<file path="config.mk">
export PLATFORM = sky130hd
export DESIGN_NAME = pipe_stage
export DESIGN_NICKNAME = d
export VERILOG_FILES = /design/src/rtl/cpu_types_pkg.sv /design/src/rtl/pipe_skid_entry.sv /design/src/rtl/pipe_stage.sv
export SDC_FILE = /design/constraint.sdc
export NUM_CORES = 1
export LEC_CHECK = 0
export BUFFER_PORTS_ARGS = -buffer_cell sky130_fd_sc_hd__clkbuf_2
export CAP_MARGIN = 5
export CORE_MARGIN = 4
export CORE_UTILIZATION = 50
export CTS_BUF_LIST = sky130_fd_sc_hd__clkbuf_2
export CTS_CLUSTER_DIAMETER = 100
export CTS_CLUSTER_SIZE = 25
export DETAILED_ROUTE_END_ITERATION = 12
export HOLD_SLACK_MARGIN = 0.1
export PLACE_DENSITY = 0.91
export SYNTH_ARGS = -nofsm -noshare
export SYNTH_HDL_FRONTEND = slang
export SYNTH_SLANG_ARGS = --single-unit
</file>
<file path="constraint.sdc">
create_clock -name CLK -period 1.3 [get_ports CLK]
set_input_delay 0.13 -clock CLK [delete_from_list [all_inputs] [get_ports CLK]]
set_output_delay 0.13 -clock CLK [all_outputs]
set_load 0.05 [all_outputs]
</file>
<file path="src/rtl/cpu_types_pkg.sv">
// Shared CPU datapath types. pipe_stage takes its default payload width from
// the fetch/decode latch payload defined here.
package cpu_types_pkg;

  typedef logic [31:0] word_t;

  // Fetch -> decode latch payload
  typedef struct packed {
    word_t imemaddr;
    word_t imemload;
  } if_id_t;

endpackage

</file>
<file path="src/rtl/pipe_skid_entry.sv">
// One pipeline holding slot: valid bit plus data register.
// Priority within an enabled cycle is clear > load > drop.
// A drop clears only the valid bit, so q keeps the last loaded value.
module pipe_skid_entry #(
  parameter int                DATA_W  = 64,
  parameter logic [DATA_W-1:0] CLR_VAL = '0
) (
  input  logic              CLK,
  input  logic              nRST,
  input  logic              en,
  input  logic              clr,
  input  logic              ld,
  input  logic              drop,
  input  logic [DATA_W-1:0] d,
  output logic              valid,
  output logic [DATA_W-1:0] q
);

  // slot register: async clear, frozen while en is low
  always_ff @(posedge CLK or negedge nRST) begin
    if (!nRST) begin
      valid <= 1'b0;
      q     <= CLR_VAL;
    end else if (en) begin
      if (clr) begin
        valid <= 1'b0;
        q     <= CLR_VAL;
      end else if (ld) begin
        valid <= 1'b1;
        q     <= d;
      end else if (drop) begin
        valid <= 1'b0;
      end
    end
  end

endmodule

</file>
<file path="src/rtl/pipe_stage.sv">
// Generic valid/ready pipeline latch (if_id, id_ex, ex_mem, mem_wb), sized by
// DATA_W alone.
// Default build: a single entry, with in_ready taken combinationally from
// out_ready.
// PIPE_STAGE_SKID_EN: adds a skid entry, so in_ready is a register output
// (~skid_valid) and the stage holds up to two entries at full throughput.
module pipe_stage
  import cpu_types_pkg::*;
#(
  parameter int                DATA_W  = $bits(if_id_t),
  parameter logic [DATA_W-1:0] CLR_VAL = '0
) (
  input  logic              CLK,
  input  logic              nRST,
  input  logic              en,
  input  logic              flush,
  input  logic              in_valid,
  output logic              in_ready,
  input  logic [DATA_W-1:0] in_data,
  output logic              out_valid,
  input  logic              out_ready,
  output logic [DATA_W-1:0] out_data,
  output logic [1:0]        count
);

  logic              in_fire, out_fire;
  logic              main_ld, main_drop, main_valid;
  logic [DATA_W-1:0] main_d, main_q;

  assign in_fire   = en & in_valid & in_ready;
  assign out_fire  = en & out_valid & out_ready;
  assign out_valid = main_valid;
  assign out_data  = main_q;

  // Head entry, which is what downstream sees. A flush has priority over any
  // load, so an in_fire in the same cycle as a flush is dropped.
  pipe_skid_entry #(.DATA_W(DATA_W), .CLR_VAL(CLR_VAL)) u_main (
    .CLK   (CLK),
    .nRST  (nRST),
    .en    (en),
    .clr   (flush),
    .ld    (main_ld),
    .drop  (main_drop),
    .d     (main_d),
    .valid (main_valid),
    .q     (main_q)
  );

`ifdef PIPE_STAGE_SKID_EN
  logic              skid_ld, skid_drop, skid_valid;
  logic [DATA_W-1:0] skid_q;

  // Overflow entry, filled only when the head is occupied and not leaving.
  pipe_skid_entry #(.DATA_W(DATA_W), .CLR_VAL(CLR_VAL)) u_skid (
    .CLK   (CLK),
    .nRST  (nRST),
    .en    (en),
    .clr   (flush),
    .ld    (skid_ld),
    .drop  (skid_drop),
    .d     (in_data),
    .valid (skid_valid),
    .q     (skid_q)
  );

  assign in_ready = ~skid_valid;

  // Steering: on a pop with skid valid, skid moves to head and any new entry
  // goes to skid. Otherwise a new entry goes to head if head is free or leaving.
  always_comb begin
    main_ld   = (out_fire & skid_valid) |
                (in_fire & ~skid_valid & (~main_valid | out_fire));
    main_d    = skid_valid ? skid_q : in_data;
    main_drop = out_fire;
    skid_ld   = in_fire & main_valid & (~out_fire | skid_valid);
    skid_drop = out_fire & skid_valid;
    count     = {1'b0, main_valid} + {1'b0, skid_valid};
  end
`else
  assign in_ready = ~main_valid | out_ready;

  // Single entry: a push reloads head, a pop without a push empties it.
  always_comb begin
    main_ld   = in_fire;
    main_d    = in_data;
    main_drop = out_fire;
    count     = {1'b0, main_valid};
  end
`endif

endmodule

</file>
# ---- Word level (Yosys, flattened, before mapping)
# Index checks and enable logic that the tools add are counted.
# W data, S select, Z words.
dict set report word_totals {
  in_bits 70
  mem_bits_ro 0
  wordCells 17
  mem_bits_rw 0
  latch_bits 0
  memories 0
  register_bits 65
}
dict set report op_classes {
  eq_ne 0
  mul 0
  n_reduce_logical 4
  div 0
  bitwise 6
  add_sub_neg 0
  shifts 0
  n_mux 5
  order_cmp 0
}
# cell n
set ops {}
lappend ops {{$mux W64} 2}
lappend ops {{$and A1 B1 Y1} 4}
lappend ops {{$reduce_and A2 Y1} 2}
lappend ops {{$mux W1} 3}
lappend ops {{$reduce_bool A3 Y1} 1}
lappend ops {{$reduce_bool A2 Y1} 1}
lappend ops {{$not A1 Y1} 1}
lappend ops {{$or A1 B1 Y1} 1}

# ---- Logic depth before layout (Yosys ltp)
# Gate-level depths: netlist of the first run.
dict set report logic_depth {
  ltp_word 5
  depth_mapped 6
  depth_no_buf 4
}

# ---- Hierarchy
# Synthesis of the first run repeated with hierarchy kept, for this count alone.
dict set report hier_totals {
  cells_unflattened 296
  area_unflattened_um2 2715.1
}
# mod area_per_inst_um2 cells_each instances
set by_module_without_submodules {}
lappend by_module_without_submodules {pipe_skid_entry 2668.8 290 1}
lappend by_module_without_submodules {pipe_stage 46.3 6 1}

# ---- Worst setup path after synthesis of the first run
# No wires, ideal clock.
dict set report synth_path {
  path_kind {register -> register}
  from {register u_main.valid}
  to {register u_main.q[42]}
  setup_time_ps 126
  n_path_buf 1
  path_stages_with_launch 6
  arrival_ps 1381
  path_slack_ps -207
  synth_period_minus_slack_ps 1507
  path_cell_list {dfrtp_1 -> nor2b_4 -> inv_1 -> buf_2 -> nand3_1 -> nand3_1}
}
dict set report synth_between {
  elab_chain_cells 5
}
# item line
set synth_lines {}
lappend synth_lines {{start: declaration} pipe_skid_entry.sv:15} ;# output logic valid,
lappend synth_lines {{start signal: assignment} pipe_skid_entry.sv:22} ;# valid <= 1'b0;
lappend synth_lines {{start signal: assignment} pipe_skid_entry.sv:26} ;# valid <= 1'b0;
lappend synth_lines {{start signal: assignment} pipe_skid_entry.sv:29} ;# valid <= 1'b1;
lappend synth_lines {{$not A1 Y1} pipe_stage.sv:80} ;# assign in_ready = ~main_valid | out_ready;
lappend synth_lines {{$or A1 B1 Y1} pipe_stage.sv:80}
lappend synth_lines {{named net in_ready} pipe_stage.sv:18} ;# output logic in_ready,
lappend synth_lines {{$and A1 B1 Y1} pipe_stage.sv:30} ;# assign in_fire = en & in_valid & in_ready;
lappend synth_lines {{$reduce_bool A2 Y1 (no source line)} -}
lappend synth_lines {{$reduce_and A2 Y1 (no source line)} -}
lappend synth_lines {{end signal: assignment} pipe_skid_entry.sv:23} ;# q <= CLR_VAL;
lappend synth_lines {{end signal: assignment} pipe_skid_entry.sv:27} ;# q <= CLR_VAL;
lappend synth_lines {{end signal: assignment} pipe_skid_entry.sv:30} ;# q <= d;
lappend synth_lines {{end: declaration} pipe_skid_entry.sv:16} ;# output logic [DATA_W-1:0] q
# The timed path passes the listed nets, and every way through them passes these cells.
# A chain may end at the register's enable or synchronous reset.

# ---- Final worst setup path of the first run
dict set report layout_path {
  from {register u_main.valid}
  to {output in_ready}
}
dict set report layout_between {
  elab_chain_cells 2
}
# item line
set layout_lines {}
lappend layout_lines {{$not A1 Y1} pipe_stage.sv:80}
lappend layout_lines {{$or A1 B1 Y1} pipe_stage.sv:80}
lappend layout_lines {{end: declaration} pipe_stage.sv:18}
# No other way between the ends.

==> results of run 1 <==
-- per-layer routing --
metal	GRT usage, %	up-vias	routed length, um
li1	-	1938	-
met1	35.4	2135	5330
met2	53.5	352	7750
met3	6.03	108	1450
met4	15.5	0	924
met5	0	-	0
-- final cells by class --
cell class / instances / area, sq um / area share (%)
sequential: 65 / 1630 / 27.3
antenna: 1 / 2.50 / 0.0420
tap: 96 / 120 / 2.01
timing repair buffer: 260 / 2290 / 38.4
clock inverter: 5 / 22.5 / 0.378
clock buffer: 11 / 55.1 / 0.923
inverter: 3 / 13.8 / 0.231
multi-input combinational: 325 / 1830 / 30.7
-- worst paths after layout --
| check | start | end |
|---|---|---|
| max in group asynchronous | nRST | u_main.q[48]$_DFFE_PN0P_ |
| min | flush | u_main.valid$_DFFE_PN0P_ |
| max reg2reg | u_main.valid$_DFFE_PN0P_ | u_main.q[10]$_DFFE_PN0P_ |
| min reg2reg | u_main.q[37]$_DFFE_PN0P_ | u_main.q[37]$_DFFE_PN0P_ |
| min in group asynchronous | nRST | u_main.q[14]$_DFFE_PN0P_ |
| max | u_main.valid$_DFFE_PN0P_ | in_ready |
-- placed cells by master (no fill, tap or decap) --
cell and count:
clkbuf_4 1, clkbuf_2 79, clkbuf_8 2, buf_12 5, inv_1 1, dlygate4sd3_1 66, dfrtp_1 64, diode_2 1
inv_4 1, conb_1 1, dfrtp_2 1, nor2b_4 1, and3b_2 1, nand3_2 1, a21oi_2 1, buf_6 36
o21ai_2 5, nand3_1 127, buf_2 1, buf_4 68, nand2b_1 64, buf_8 9, o21ai_1 37, nor2b_1 64
o22ai_1 1, clkbuf_16 4, clkinv_2 3, o21ai_0 22, clkinv_1 3
-- power by group --
| group | total [mW] | switching (mW) | internal [mW] |
|---|---|---|---|
| Sequential | 2.56 | 0.272 | 2.29 |
| Clock | 1.00 | 0.756 | 0.247 |
| Combinational | 3.15 | 1.85 | 1.30 |
| Total | 6.72 | 2.88 | 3.83 |
-- cells by family (layout without fill, tap and decap cells) --
group | count (synthesis) | after routing | synth area share, %
and+or+nand+nor | 258 | 258 | 40.0
buffers and inverters | 46 | 279 | 6.49
other | 1 | 2 | 0.102
DFF | 65 | 65 | 44.4
AOI/OAI and AO/OA | 66 | 66 | 9.05
-- synth_stat cells, drive strengths merged --
cell type  number  area (sq um)
conb            1          3.75
clkinv          1          3.75
o22ai           1          6.26
nor2b          65           414
dfrtp          65          1630
a21oi           1          5.00
and3b           1          8.76
o21ai          64           320
nand2b         64           400
nand3         128           641
buf            24           150
inv             2          7.51
clkbuf         19          76.3
-- flip-flops by register name (all words and copies together), names as in the netlist --
register	count
u_main.valid	1
u_main.q	64
-- critical path: stages (launching register included) --
cell	delay [ns]
dfrtp_2	0.44
nor2b_4	0.14
inv_4	0.06
clkbuf_16	0.15
-- through the flow --
stage / total power [mW] / setup WS, ns / setup TNS (ns) / util [%]
after floorplan: 4.10 / -0.0347 / -1.61 / -
after global placement: 4.67 / 0.167 / 0 / 63.6
after detailed placement: 4.74 / 0.119 / 0 / 63.6
after CTS: 6.11 / -0.105 / -0.274 / 79.3
after global routing: 6.95 / -0.140 / -1.38 / 85.9
final: 6.72 / -0.0937 / -0.338 / 85.9
-- repair_timing --
| action | 4_1_cts | 5_1_grt |
|---|---|---|
| setup endpoints to repair | 67 | 113 |
| hold buffers | 66 | 0 |
| setup buffers | 8 | 34 |
| endpoints found under the hold margin | 130 | 0 |
| gates cloned | 0 | 2 |
| gates resized for setup | 89 | 140 |
==> key figures, run 1 <==
Timing
  – Period utilization: 107%
  – Final worst clock skew: around 0.023 ns
  – Final hold vios: 0
  – Setup repair after global routing missed its margin: yes
  – Final critical-path required period: between 1 and 1.5 ns
  – Achievable Freq: around 700 MHz
  – Worst Hold Slack: 0.158 ns
  – Final setup slack of the worst path: -0.0937 ns
  – Slew Viols, Final: 0
  – Final Setup Violations: 9

Global routing
  – Global-route wire length before repair: 21.0 mm
  – Via count of the first global-routing pass: about 4,300
  – Pin count of the biggest net entering global routing: 66
  – Gr usage total: 30.6%
  – Antenna violations before repair: 1
  – Total grt overflow: 0

Min path
  – Number of instances on the worst hold path: 3
  – Worst min-delay path class: in2reg

Die
  – Number of ports placed on the die boundary: 138
  – Chip Height: between 90 and 100 um
  – Floorplan die area: between 0.008 and 0.009 sq mm
  – Chip Width: 93.6 um
  – Site Rows: 30
  – Effective utilization at floorplan: a little over half
  – CORE AREA: roughly 0.007 sq mm

Place
  – Port Buf Inserts: approximately 140
  – Placed cells: 640
  – Routability congestion estimate: approximately 0.73
  – Total placed instance area: approximately 0.0044 sq mm
  – Detailed-placement wirelength estimate: 6.84 mm

Clock network
  – Clock net sink count: 65
  – Max Buffers Root-to-Sink: 2
  – Clock slew at the register clock pins of the worst setup and hold paths: 0.17 ns
  – Htree depth: 3
  – Cell chosen for the clock root: clkbuf_2
  – Cts bufs inserted: 9
  – Clock insertion delay at the later pin of the skew report: around 0.50 ns
  – CTS tree: built

Final layout
  – Layout overhead on the synthesized area: 62.7%
  – Fin area: around 0.0060 sq mm
  – Share of final-layout standard cells stronger than drive strength 1: around a third
  – Total Nets Final: 734
  – Fin cells: 766
  – Layout filler cell count: 337

Run status
  – Result of the run: finished with violations
  – Failing checks: negative setup slack

Setup path
  – Kind of critical path: reg2out
  – Worst-case reg-to-reg path depth: 5
  – Data arrival time at the worst-slack endpoint: between 1 and 1.5 ns
  – Worst Path Required: between 1 and 1.5 ns
  – CP Capture Type: output pin
  – Critical path startpoint category: flop
  – Crit path max fanout: 2
  – Flop-to-flop setup slack: -0.03 ns

Yosys
  – Synthesis warning total: 0
  – Post-Synthesis Cells: between 400 and 500
  – Total nets after synthesis: ~500
  – Avg Inst Size Synth: roughly 8.4 sq um
  – Yosys reg bits: 65
  – Post-Synthesis Cell Area: around 0.0037 sq mm
  – Fraction of the yosys area taken by sequential cells: 44.4%
  – Count of unique library cells instantiated by Yosys: 18

Job
  – Max Cap Viol: 0

Routing
  – Total via count in the routed design: about 4,500
  – Total DRC errors in the routed layout: 0
  – Number of nets with antenna violations after detailed routing: 0
  – Wire length per cell after detailed routing: just over 20 um
  – Detailed Route Iter0 Violations: ~420
  – Total wire length after detailed routing: between 15 and 20 mm
  – First drt pass iteration count: 4
  – Number of vias per cell: slightly below 6

Pwr
  – Highest ir drop seen on vdd: 0.000639 V
  – Power per unit of standard cell area: roughly 1100 mW/mm^2
  – Static Leakage: 2.92 nW
Note: power is estimated with default switching activity, not from simulation.
==> run 2, diff against run 1 <==
- CORE_UTILIZATION: 50 -> 47
- PLACE_DENSITY: 0.91 -> 0.92
- SYNTH_HIERARCHICAL: unset -> 1
==> run 2 against run 1 <==
  * The run still ends with negative setup slack left
  * Power shrank 27%
  * Worst hold slack gained 0.036 ns
  * Final cell count shrank 23%
  * Largest cell class unchanged
==> key figures, run 2 <==
Run status
  – Failing checks: negative setup slack
  – Result of the run: finished with violations

Final layout
  – Largest register FFs: 64 (unchanged)
  – Largest reg by FF count: u_main/q
  – Fin area: 0.00470 sq mm (-21%)
  – Final Util: 84.8% (-1.1 points)
  – Total Nets Final: 581 (-21%)
  – Fin cells: 590 (-23%)
  – Most common library cell in the layout ignoring fill and taps: clkbuf_2
  – Share of final-layout standard cells stronger than drive strength 1: 41.1% (+8.3 points)
  – Layout overhead on the synthesized area: 72.9%
  – Leading cell types in the layout, fill and taps excluded: clkbuf_2 (82), o21ai_1 (80), dlygate4sd3_1 (66), dfrtp_1 (64), nand2_1 (47)
  – Biggest registers after layout: u_main/q: 64 flops, u_main/valid: 1 flops

Yosys
  – Yosys reg bits: 65 (unchanged)
  – Simple-Gate Fraction of Synth Area: 10.5% (-29 points)
  – Count of flip-flops with a built-in enable after synthesis: 0 (unchanged)
  – Avg Inst Size Synth: 9.17 sq um (+9.2%)
  – Count of unique library cells instantiated by Yosys: 18 (unchanged)
  – Post-Synthesis Cells: 296 (-32%)
  – Fraction of the yosys area taken by sequential cells: 59.9% (+16 points)
  – Adder-cell area share of the yosys netlist: 0% (unchanged)
  – Post-synth top area share: 59.9% (+16 points)
  – Share of synthesized area spent on multiplexers: 0% (unchanged)
  – Leading cell types by count after synthesis: dfrtp_1 (65), o21ai_0 (64), nand2_1 (62), o21ai_1 (62), clkbuf_1 (17)
  – Total nets after synthesis: 366 (-28%)
  – Most area-hungry cell type in the Yosys netlist: dfrtp_1
  – Synthesis warning total: 6 (+6)
  – Post-Synthesis Cell Area: 0.00272 sq mm (-26%)
  – Cell types occupying the most area after synthesis: dfrtp_1 (60%), o21ai_0 (12%), o21ai_1 (11%)
  – Top-count cell post-synth: dfrtp_1
  – Fraction of the mapped netlist area in compound gates: 24.4% (+15 points)
  – Combinational family with the most area after synthesis: compound AO/OA/AOI/OAI gates
  – Fraction of registers with async set or reset after synthesis: 100% (unchanged)
  – Post-Synth XOR/XNOR Area: 0% (unchanged)
  – Primary flip-flop cell chosen by synthesis mapping: dfrtp_1

Timing
  – Relative slew slack: a little over half
  – Final hold vios: 0 (unchanged)
  – Achievable Freq: 653 MHz (-8.9%)
  – Final critical-path required period: 1.53 ns (+0.137 ns)
  – Period utilization: 118% (+11 points)
  – Final setup slack of the worst path: -0.230 ns (-0.137 ns)
  – Transition time of the tightest slew-check pin: between 0.7 and 0.8 ns
  – Slew Viols, Final: 0 (unchanged)
  – Final worst clock skew: 0.0177 ns (-0.00501 ns)
  – Setup repair after global routing missed its margin: yes
  – Final Setup Violations: 68 (+59)

Clock network
  – Cts bufs inserted: 9 (unchanged)
  – Htree depth: 3 (unchanged)
  – Cell chosen for the clock root: clkbuf_2
  – Clock slew at the register clock pins of the worst setup and hold paths: 0.20 ns (+0.03 ns)
  – Max Buffers Root-to-Sink: 2 (unchanged)
  – Clock net sink count: 65 (unchanged)
  – Clock insertion delay at the later pin of the skew report: 0.46 ns (-0.04 ns)
  – CTS tree: built

Setup path
  – Flop-to-flop setup slack: -0.23 ns (-0.20 ns)
  – Worst R2R Start: u_main/valid$_DFFE_PN0P_
  – CP Capture Type: flop
  – End of the worst register-to-register path: u_main/q[48]$_DFFE_PN0P_
  – Kind of critical path: reg2reg
  – Data arrival time at the worst-slack endpoint: 1.93 ns (+0.67 ns)
  – Crit path max fanout: 8 (+6)
  – Worst-case reg-to-reg path depth: 8 (+3)
  – Critical path startpoint category: flop
  – Worst Path Required: 1.70 ns (+0.53 ns)

Place
  – Total placed instance area: 0.00352 sq mm (-20%)
  – Detailed-placement wirelength estimate: 5.00 mm (-27%)
  – Routability congestion estimate: 0.808 (+11%)
  – Port Buf Inserts: 136 (unchanged)
  – Placed cells: 487 (-24%)

Routing
  – Number of nets with antenna violations after detailed routing: 0 (unchanged)
  – Detailed Route Iter0 Violations: 235 (-44%)
  – Total wire length after detailed routing: 11.0 mm (-29%)
  – Number of vias per cell: 5.53 (-6.6%)
  – First drt pass iteration count: 4 (unchanged)
  – Wire length per cell after detailed routing: 18.7 um (-7.5%)
  – Total via count in the routed design: 3,261 (-28%)
  – Total DRC errors in the routed layout: 0 (unchanged)

Pwr
  – Internal: 3.02 mW (-21%)
  – Portion of total power attributed to the clock network: 19.7% (+4.8 points)
  – Overall power of the completed layout: 4.88 mW (-27%)
  – Comb power frac: 34.2% (-13 points)
  – Power share of the sequential group: 46.1% (+7.9 points)
  – Static Leakage: 2.31 nW (-21%)
  – Power per unit of standard cell area: 1040 mW/mm^2 (-7.7%)
  – Highest ir drop seen on vdd: 0.000715 V (+12%)
  – Net Sw Power: 1.86 mW (-35%)
  – Switching Share: 38.1% (-4.8 points)

Die
  – Effective utilization at floorplan: 49.0% (-3.8 points)
  – Chip Height: 84.0 um (-10%)
  – Site Rows: 27 (-10%)
  – Floorplan die area: 0.00706 sq mm (-19%)
  – Chip Width: 84.0 um (-10%)
  – CORE AREA: 0.00554 sq mm (-20%)
  – Number of ports placed on the die boundary: 138 (unchanged)

Job
  – Max Cap Viol: 0 (unchanged)

Global routing
  – Via count of the first global-routing pass: 3,366 (-21%)
  – Gr usage total: 29.2% (-1.4 points)
  – Pin count of the biggest net entering global routing: 66 (unchanged)
  – Total grt overflow: 0 (unchanged)
  – Global-route wire length before repair: 16.3 mm (-22%)
  – Antenna violations before repair: 1 (unchanged)

Min path
  – Worst min-delay path class: in2async
## run 2: changes by cell type after synthesis, sizes merged, moves of 13 or more
cell and change:
buf -13, nand3 -128, nor2b -64, nand2 +62
o21ai +62, nand2b -63
## run 2: per-stage QoR
stage | hold slack, ns | TNS, ns | worst slack (ns)
2_1_floorplan | -0.166 | -16.99 | -0.268
3_3_place_gp | 0.171 | -29.58 | -0.494
3_5_place_dp | 0.172 | -31.45 | -0.533
4_1_cts | 0.122 | -7.81 | -0.152
5_1_grt | 0.176 | -15.35 | -0.288
6_report | 0.194 | -11.44 | -0.230
## run 2: worst max-delay path by stage
stage	from	endpoint	slack [ns]	cells past startpoint
2_1_floorplan	u_main/valid$_DFFE_PN0P_	u_main/q[7]$_DFFE_PN0P_	-0.27	7
3_3_place_gp	u_main/valid$_DFFE_PN0P_	u_main/q[22]$_DFFE_PN0P_	-0.49	5
3_5_place_dp	u_main/valid$_DFFE_PN0P_	u_main/q[45]$_DFFE_PN0P_	-0.53	5
4_1_cts	u_main/valid$_DFFE_PN0P_	u_main/q[42]$_DFFE_PN0P_	-0.15	8
5_1_grt	u_main/valid$_DFFE_PN0P_	u_main/q[55]$_DFFE_PN0P_	-0.29	7
6_report	u_main/valid$_DFFE_PN0P_	u_main/q[48]$_DFFE_PN0P_	-0.23	8
## run 2: logic make-up after synthesis
family                 Yosys count
AOI/OAI and AO/OA              130
buffers and inverters           32
DFF                             65
other                            1
and+or+nand+nor                 68
## run 2: final cells by class
cell class	count	area (sq um)
Clock inverter	5	22.5
Antenna cell	2	5.00
Tap cell	72	90.1
Sequential cell	65	1630
Inverter	4	15.0
Clock buffer	11	55.1
Multi-Input combinational cell	202	1080
Timing Repair Buffer	229	1800
Fill cell	314	845
## run 2: per-layer routing
layer | GRT usage [%] | part of all wire, % | up-vias | wire [um]
li1 | - | - | 1439 | -
met1 | 33.7 | 36 | 1561 | 3910
met2 | 49.3 | 53 | 222 | 5820
met3 | 7.11 | 7.8 | 39 | 862
met4 | 17.0 | 3.8 | 0 | 422
met5 | 0 | 0 | - | 0
## run 2: repair_timing
| item | CTS | global route |
|---|---|---|
| pin swaps | 11 | 5 |
| buffers inserted | 12 | 7 |
| endpoints found under the setup margin | 72 | 128 |
| gates resized for setup | 41 | 157 |
| hold buffers | 66 | 0 |
| hold endpoints to repair | 129 | 0 |
| gates cloned | 4 | 0 |
## run 2: power groups by stage
stage | Sequential (mW) | Clock [mW] | Combinational (mW)
floorplan | 2.77 | 0 | 0.320
global placement | 2.27 | 0 | 1.19
detailed placement | 2.28 | 0 | 1.21
CTS | 2.24 | 0.951 | 1.49
global route | 2.27 | 1.07 | 1.75
finish | 2.25 | 0.961 | 1.67
## run 2: critical path, stage by stage, from the launching register on
cell and delay, ns:
dfrtp_2 0.47, nand2b_4 0.08, and3_4 0.20, buf_6 0.10, and2_4 0.19, buf_6 0.12
buf_12 0.13, nand2_2 0.06, o21ai_2 0.11
